==> config.mk <==
export PLATFORM = sky130hd
export DESIGN_NAME = simon_engine_flat
export DESIGN_NICKNAME = d
export VERILOG_FILES = /design/src/rtl/simon_engine_if.sv /design/src/rtl/simon_engine.sv /design/src/flat_wrapper.sv
export SDC_FILE = /design/constraint.sdc
export NUM_CORES = 1
export LEC_CHECK = 0
export ABC_AREA = 0
export CORE_MARGIN = 2
export CORE_UTILIZATION = 40
export CTS_CLUSTER_SIZE = 16
export DETAILED_ROUTE_END_ITERATION = 8
export PLACE_DENSITY = 0.64
export SLEW_MARGIN = 20
export SYNTH_ARGS = -nofsm -noshare
export SYNTH_HDL_FRONTEND = slang
export SYNTH_SLANG_ARGS = --single-unit
==> constraint.sdc <==
create_clock -name clk -period 8.45 [get_ports clk]
set_input_delay 1.69 -clock clk [delete_from_list [all_inputs] [get_ports clk]]
set_output_delay 1.69 -clock clk [all_outputs]
set_load 0.01 [all_outputs]
==> src/rtl/simon_engine_if.sv <==
// Handshake bundle between the debounced keypad side and the Simon engine / display side.
// Latency: none (wires only).
// Backpressure: none; start and player_valid are single-cycle strobes.
// Ports (signals):
//   start, player_valid, player_key  -> requests from the keypad/controller (master drives)
//   show_on, show_key, player_turn,
//   level, game_over, win            -> status/display outputs (slave drives)
interface simon_engine_if #(
  parameter int NUM_KEYS  = 4,
  parameter int MAX_LEVEL = 16
);
  localparam int KEY_W = (NUM_KEYS > 2) ? $clog2(NUM_KEYS) : 1;
  localparam int LVL_W = $clog2(MAX_LEVEL + 1);

  logic             start;
  logic             player_valid;
  logic [KEY_W-1:0] player_key;
  logic             show_on;
  logic [KEY_W-1:0] show_key;
  logic             player_turn;
  logic [LVL_W-1:0] level;
  logic             game_over;
  logic             win;

  modport master (
    output start, player_valid, player_key,
    input  show_on, show_key, player_turn, level, game_over, win
  );

  modport slave (
    input  start, player_valid, player_key,
    output show_on, show_key, player_turn, level, game_over, win
  );
endinterface

==> src/rtl/simon_engine.sv <==
// Memory-sequence game engine: grows an LFSR-generated key sequence, replays it, checks presses.
// Latency: every output is registered and reacts one clock after the triggering edge.
// Backpressure: none; start/presses outside their accepting states are dropped.
// Ports: clk (game tick), reset (async, active-high), bus (simon_engine_if.slave).
// Optional build macro SIMON_SPEEDUP_EN: shortens the display time as the level rises.
module simon_engine #(
  parameter int          NUM_KEYS      = 4,
  parameter int          MAX_LEVEL     = 16,
  parameter int          SHOW_TICKS    = 30,
  parameter int          GAP_TICKS     = 30,
  parameter int          TIMEOUT_TICKS = 120,
  parameter logic [15:0] LFSR_SEED     = 16'hACE1
) (
  input logic            clk,
  input logic            reset,
  simon_engine_if.slave  bus
);

  localparam int KEY_W = (NUM_KEYS > 2) ? $clog2(NUM_KEYS) : 1;
  localparam int LVL_W = $clog2(MAX_LEVEL + 1);
  localparam int IDX_W = (MAX_LEVEL > 2) ? $clog2(MAX_LEVEL) : 1;
  localparam int MAX_T = (SHOW_TICKS > GAP_TICKS)
                         ? ((SHOW_TICKS > TIMEOUT_TICKS) ? SHOW_TICKS : TIMEOUT_TICKS)
                         : ((GAP_TICKS > TIMEOUT_TICKS) ? GAP_TICKS : TIMEOUT_TICKS);
  localparam int TMR_W = $clog2(MAX_T + 1);

  localparam logic [TMR_W-1:0] GAP_LAST  = TMR_W'(GAP_TICKS - 1);
  localparam logic [TMR_W-1:0] TO_LAST   = TMR_W'(TIMEOUT_TICKS - 1);
  localparam logic [KEY_W:0]   NK_W      = (KEY_W + 1)'(NUM_KEYS);
  localparam logic [LVL_W-1:0] LVL_MAX   = LVL_W'(MAX_LEVEL);

  typedef enum logic [2:0] {
    S_IDLE, S_PAUSE, S_SHOW_ON, S_SHOW_OFF, S_WAIT_KEY, S_WIN, S_LOSE
  } state_t;

  state_t           state_q;
  logic [15:0]      lfsr_q, lfsr_d;
  logic [IDX_W-1:0] idx_q;
  logic [TMR_W-1:0] timer_q;
  logic             show_on_q, player_turn_q, game_over_q, win_q;
  logic [KEY_W-1:0] show_key_q;
  logic [LVL_W-1:0] level_q;

  // Sequence storage is deliberately not reset; entries are always written before being read.
  logic [KEY_W-1:0] mem_q [MAX_LEVEL];

  logic [KEY_W:0]   key_raw;
  logic [KEY_W-1:0] new_key;
  logic             last_idx, key_match, start_game, level_up, mem_we;
  logic [IDX_W-1:0] mem_waddr;
  logic [TMR_W-1:0] show_last;

  always_comb begin
    // Galois step for x^16+x^14+x^13+x^11+1 (right-shifting form).
    lfsr_d     = {1'b0, lfsr_q[15:1]} ^ (lfsr_q[0] ? 16'hB400 : 16'h0000);
    // Raw value is below 2*NUM_KEYS, so one conditional subtract folds it into range.
    key_raw    = {1'b0, lfsr_q[KEY_W-1:0]};
    new_key    = (key_raw >= NK_W) ? KEY_W'(key_raw - NK_W) : KEY_W'(key_raw);
    last_idx   = (LVL_W'(idx_q) == (level_q - LVL_W'(1)));
    // Stored keys are always < NUM_KEYS, so out-of-range presses can never match.
    key_match  = (bus.player_key == mem_q[idx_q]);
    start_game = bus.start && ((state_q == S_IDLE) || (state_q == S_WIN) || (state_q == S_LOSE));
    level_up   = (state_q == S_WAIT_KEY) && bus.player_valid && key_match && last_idx
                 && (level_q != LVL_MAX);
    mem_we     = start_game || level_up;
    mem_waddr  = start_game ? '0 : IDX_W'(level_q);
  end

`ifdef SIMON_SPEEDUP_EN
  int show_len;
  always_comb begin
    show_len = SHOW_TICKS - 2 * (int'(level_q) - 1);
    if (show_len < SHOW_TICKS / 4) show_len = SHOW_TICKS / 4;
    // Never shorter than one cycle, even for tiny SHOW_TICKS.
    if (show_len < 1) show_len = 1;
    show_last = TMR_W'(show_len - 1);
  end
`else
  assign show_last = TMR_W'(SHOW_TICKS - 1);
`endif

  always_ff @(posedge clk) begin
    if (mem_we) mem_q[mem_waddr] <= new_key;
  end

  always_ff @(posedge clk or posedge reset) begin
    if (reset) begin
      state_q       <= S_IDLE;
      lfsr_q        <= LFSR_SEED;
      idx_q         <= '0;
      timer_q       <= '0;
      show_on_q     <= 1'b0;
      show_key_q    <= '0;
      player_turn_q <= 1'b0;
      level_q       <= '0;
      game_over_q   <= 1'b0;
      win_q         <= 1'b0;
    end else begin
      lfsr_q <= lfsr_d;
      case (state_q)
        S_IDLE, S_WIN, S_LOSE: begin
          if (bus.start) begin
            level_q     <= LVL_W'(1);
            idx_q       <= '0;
            timer_q     <= '0;
            game_over_q <= 1'b0;
            win_q       <= 1'b0;
            state_q     <= S_PAUSE;
          end
        end
        S_PAUSE: begin
          if (timer_q == GAP_LAST) begin
            timer_q    <= '0;
            idx_q      <= '0;
            show_on_q  <= 1'b1;
            show_key_q <= mem_q[0];
            state_q    <= S_SHOW_ON;
          end else begin
            timer_q <= timer_q + TMR_W'(1);
          end
        end
        S_SHOW_ON: begin
          if (timer_q == show_last) begin
            timer_q    <= '0;
            show_on_q  <= 1'b0;
            show_key_q <= '0;
            state_q    <= S_SHOW_OFF;
          end else begin
            timer_q <= timer_q + TMR_W'(1);
          end
        end
        S_SHOW_OFF: begin
          if (timer_q == GAP_LAST) begin
            timer_q <= '0;
            if (last_idx) begin
              idx_q         <= '0;
              player_turn_q <= 1'b1;
              state_q       <= S_WAIT_KEY;
            end else begin
              idx_q      <= idx_q + IDX_W'(1);
              show_on_q  <= 1'b1;
              show_key_q <= mem_q[idx_q + IDX_W'(1)];
              state_q    <= S_SHOW_ON;
            end
          end else begin
            timer_q <= timer_q + TMR_W'(1);
          end
        end
        S_WAIT_KEY: begin
          // A press is evaluated ahead of the timeout in the same cycle.
          if (bus.player_valid) begin
            if (!key_match) begin
              player_turn_q <= 1'b0;
              game_over_q   <= 1'b1;
              state_q       <= S_LOSE;
            end else if (!last_idx) begin
              idx_q   <= idx_q + IDX_W'(1);
              timer_q <= '0;
            end else if (level_q == LVL_MAX) begin
              player_turn_q <= 1'b0;
              game_over_q   <= 1'b1;
              win_q         <= 1'b1;
              state_q       <= S_WIN;
            end else begin
              level_q       <= level_q + LVL_W'(1);
              idx_q         <= '0;
              timer_q       <= '0;
              player_turn_q <= 1'b0;
              state_q       <= S_PAUSE;
            end
          end else if (timer_q == TO_LAST) begin
            player_turn_q <= 1'b0;
            game_over_q   <= 1'b1;
            state_q       <= S_LOSE;
          end else begin
            timer_q <= timer_q + TMR_W'(1);
          end
        end
        default: state_q <= S_IDLE;
      endcase
    end
  end

  assign bus.show_on     = show_on_q;
  assign bus.show_key    = show_key_q;
  assign bus.player_turn = player_turn_q;
  assign bus.level       = level_q;
  assign bus.game_over   = game_over_q;
  assign bus.win         = win_q;

endmodule

==> src/flat_wrapper.sv <==
// flat-port wrapper written by rule: the top's interface ports become plain ports
module simon_engine_flat 
#(
  parameter int          NUM_KEYS      = 4,
  parameter int          MAX_LEVEL     = 16,
  parameter int          SHOW_TICKS    = 30,
  parameter int          GAP_TICKS     = 30,
  parameter int          TIMEOUT_TICKS = 120,
  parameter logic [15:0] LFSR_SEED     = 16'hACE1
)
  (clk, reset, bus_start, bus_player_valid, bus_player_key, bus_show_on, bus_show_key, bus_player_turn, bus_level, bus_game_over, bus_win);
  simon_engine_if #(.NUM_KEYS(NUM_KEYS), .MAX_LEVEL(MAX_LEVEL)) bus_i ();
  input logic clk;
  input logic reset;
  input wire logic [$bits(bus_i.start)-1:0] bus_start;
  input wire logic [$bits(bus_i.player_valid)-1:0] bus_player_valid;
  input wire logic [$bits(bus_i.player_key)-1:0] bus_player_key;
  output wire logic [$bits(bus_i.show_on)-1:0] bus_show_on;
  output wire logic [$bits(bus_i.show_key)-1:0] bus_show_key;
  output wire logic [$bits(bus_i.player_turn)-1:0] bus_player_turn;
  output wire logic [$bits(bus_i.level)-1:0] bus_level;
  output wire logic [$bits(bus_i.game_over)-1:0] bus_game_over;
  output wire logic [$bits(bus_i.win)-1:0] bus_win;
  assign bus_i.start = bus_start;
  assign bus_i.player_valid = bus_player_valid;
  assign bus_i.player_key = bus_player_key;
  assign bus_show_on = bus_i.show_on;
  assign bus_show_key = bus_i.show_key;
  assign bus_player_turn = bus_i.player_turn;
  assign bus_level = bus_i.level;
  assign bus_game_over = bus_i.game_over;
  assign bus_win = bus_i.win;
  simon_engine #(.NUM_KEYS(NUM_KEYS), .MAX_LEVEL(MAX_LEVEL), .SHOW_TICKS(SHOW_TICKS), .GAP_TICKS(GAP_TICKS), .TIMEOUT_TICKS(TIMEOUT_TICKS), .LFSR_SEED(LFSR_SEED)) u_core (.clk(clk), .reset(reset), .bus(bus_i));
endmodule
==> run_results.csv <==
group,metric,value,unit
setup_path,r2r_setup_slack,4.95,ns
flow_run,drv_cap,0,
yosys,synth_edf_count,32,
finish,fin_area,0.00434,mm^2
clock_network,clkSlewWorstSetupHoldPaths,0.09,ns
setup_path,worstPathCellList,"clkdlybuf4s50_1 -> nor2b_1 -> mux2_4 -> nor4_4 -> nand4_4 -> nor4_1",
worst_hold_path,hp-class,"reg -> reg",
yosys,ys_top_cells_by_area,"edfxtp_1, dfrtp_1, mux4_2, dfstp_2, nor3_1",
yosys,syn_area_per_cell,11.5,um^2
yosys,synth_area,0.00389,mm^2
timing,finalSetupTns,0,ns
run_status,outcome,"completed",
die,coreArea,0.00933,mm^2
global_route,top_usage_layer,"met2",
placed_design,placed_area,0.00414,mm^2
setup_path,timing.critical_path.required,8.45,ns
yosys,syn_inst,339,
die,die-area,0.0105,mm^2
yosys,synth_xor_xnor_area_share,2.48,%
setup_path,cpMaxStageDelayCell,"nor4_1",
clock_network,tritoncts,"built",
clock_network,cts_root_buf,"clkbuf_8",
global_route,grt.total_usage,17.6,%
timing,grt_setup_unrepaired,"no",
yosys,synth-compound-area-share,13.5,%
detailed_routing,drt_wl_total,8510,um
global_route,use_met2,27.3,%
timing,relSlewSlack,38.9,%
clock_network,cts_hold_buf,0,
timing,tightestPinTransition,0.917,ns
power,leakagePower,1.61,nW
clock_network,cts_sinks,73,
timing,worst_slack,4.46,ns
global_route,grt_use_met3,3.66,%
timing,hold_viol,0,
yosys,synthFlopType,"dfrtp_1",
worst_hold_path,min-delay-start,"u_core.lfsr_q[2]",
timing,drv_slew,0,
setup_path,crit_start,"bus_player_key[0]",
setup_path,worstReg2RegStart,"u_core.idx_q[0]",
timing,fmax,251,MHz
detailed_routing,drtIter0Drc,195,
die,die_h,103,um
placed_design,finalWeightedCongestion,0.833,
global_route,grt_pass1_vias,2634,
detailed_routing,drc_errors,0,
clock_network,postCtsSetupBuffers,0,
setup_path,cp_max_fo,18,
global_route,grtUsageMet1,25.3,%
yosys,synth_top_family_by_area,"simple AND/OR/NAND/NOR gates",
die,ioPinCount,17,
yosys,synth_fa_ha_area_share,1.87,%
global_route,grt_max_degree,42,
global_route,antenna_found_initial,0,
detailed_routing,first_pass_iters,4,
yosys,ys_warn_count,0,
timing,period_needed,3.99,ns
yosys,ys_seq_area_share,51.4,%
detailed_routing,ant_nets,0,
global_route,grt_pass1_wl,14000,um
finish,antenna_cells,0,
setup_path,max_stage_delay,0.54,ns
detailed_routing,routedWlPerCell,17.5,um
clock_network,cts-resized-gates,0,
clock_network,clock_latency,0.36,ns
die,num_rows,35,
clock_network,clk_path_buf_depth,2,
yosys,ys_types,62,
yosys,synth.area.mux_share,11.2,%
power,vdd_drop_max,0.137,mV
setup_path,crit_path_start_kind,"input port",
timing,fin_crit_sh,47.2,%
finish,final_nets,363,
die,initial_core_util,41.7,%
die,die_w,103,um
finish,drive_gt1_share,14.0,%
yosys,synthSimpleGateAreaFrac,16.5,%
yosys,yosys.area.top_type,"edfxtp_1",
yosys,syn_nets,350,
detailed_routing,vias_per_cell,5.55,
clock_network,cts_buffers,9,
placed_design,io_buffers,16,
global_route,grt-ovfl-total,0,
finish,final_cells,486,
finish,syn_to_final_growth,11.6,%
setup_path,crit_type,"in -> reg",
placed_design,placedCellCount,470,
timing,fin_skew,0.0210,ns
yosys,synth_seq_cells,73,
clock_network,htreeDepth,3,
yosys,async_reset_ff_share,56.2,%
timing,setup_viol,0,
finish,final_cell_mix,"dfrtp_1, edfxtp_1, nand2_1, nor3_1, nor2_1",
yosys,synth_top_area_share,24.7,%
detailed_routing,vias,2696,
placed_design,dp_slack,4.14,ns
setup_path,end_kind,"flop",
placed_design,dp_hpwl,6040,um
setup_path,critPathArrivalTime,3.98,ns
power,power_density,286,mW/mm^2
routing by layer:
metal	up-vias	part of all wire, %
met5	-	0
met4	0	1.0
met3	6	4.4
met2	43	47
met1	1341	48
li1	1306	-
synth_stat cells (5+ instances only):
| library cell | count |
|---|---|
| xnor2_1 | 5 |
| nand2b_1 | 7 |
| xor2_1 | 6 |
| nor3_1 | 23 |
| nor2b_1 | 5 |
| clkbuf_1 | 7 |
| nand3_1 | 7 |
| dfstp_2 | 8 |
| mux2i_1 | 9 |
| dfrtp_1 | 33 |
| a21oi_1 | 8 |
| o21ai_0 | 21 |
| nor4_1 | 5 |
| a21o_1 | 5 |
| a211o_1 | 5 |
| mux2_1 | 5 |
| o2bb2ai_1 | 5 |
| ha_1 | 5 |
| nand2_1 | 26 |
| o22ai_1 | 5 |
| nor2_1 | 22 |
| edfxtp_1 | 32 |
| mux4_2 | 10 |
| inv_1 | 10 |
area by class of cell:
| type | count | area (um^2) |
|---|---|---|
| Clock buffer | 10 | 149 |
| Clock inverter | 6 | 52.6 |
| Fill cell | 845 | 4990 |
| Inverter | 11 | 41.3 |
| Multi-Input combinational cell | 240 | 1770 |
| Sequential cell | 73 | 2000 |
| Tap cell | 129 | 161 |
| Timing Repair Buffer | 17 | 168 |
logic make-up after synthesis:
kind of cell    count (synthesis)
xor+xnor                       11
compound gates                 77
simple gates                  117
fa+ha+maj                       6
flops                          73
mux                            29
buf+inv                        26
state kept, by name, indices dropped and copies added (netlist names):
| name | cells |
|---|---|
| u_core.mem_q | 32 |
| u_core.lfsr_q | 16 |
| u_core.timer_q | 7 |
| u_core.bus.level | 5 |
| u_core.idx_q | 4 |
| u_core.state_q | 3 |
| u_core.bus.show_key | 2 |
| u_core.bus.game_over | 1 |
| u_core.bus.player_turn | 1 |
| u_core.bus.show_on | 1 |
| u_core.bus.win | 1 |
critical path, delay by kind of cell:
family                 cells  cell delay [ns]
buffers and inverters      1             0.47
AND/OR/NAND/NOR            4             1.49
multiplexers               1             0.32
power by group:
part           switching, mW  leakage (nW)  internal [mW]
clock network          0.144         0.105          0.130
logic                  0.282         0.697          0.212
registers             0.0758         0.809          0.395
total                  0.502          1.61          0.737
metrics by stage:
stage	power, mW	hold slack, ns	utilization [%]
after CTS	1.25	0.361	46.5
after detailed placement	0.971	0.336	44.3
after global routing	1.33	0.368	46.5
after global placement	0.961	0.338	44.3
after floorplan	0.854	0.331	-
final	1.24	0.357	46.5
final timing paths:
path | end | depth (start not counted)
max | u_core.mem_q[3][1] | 6
min | u_core.lfsr_q[1] | 0
max reg2reg | u_core.mem_q[3][1] | 7
min reg2reg | u_core.lfsr_q[1] | 0
max in group asynchronous | u_core.idx_q[0] | 3
min in group asynchronous | u_core.lfsr_q[3] | 3
Note: power is estimated with default switching activity, not from simulation.
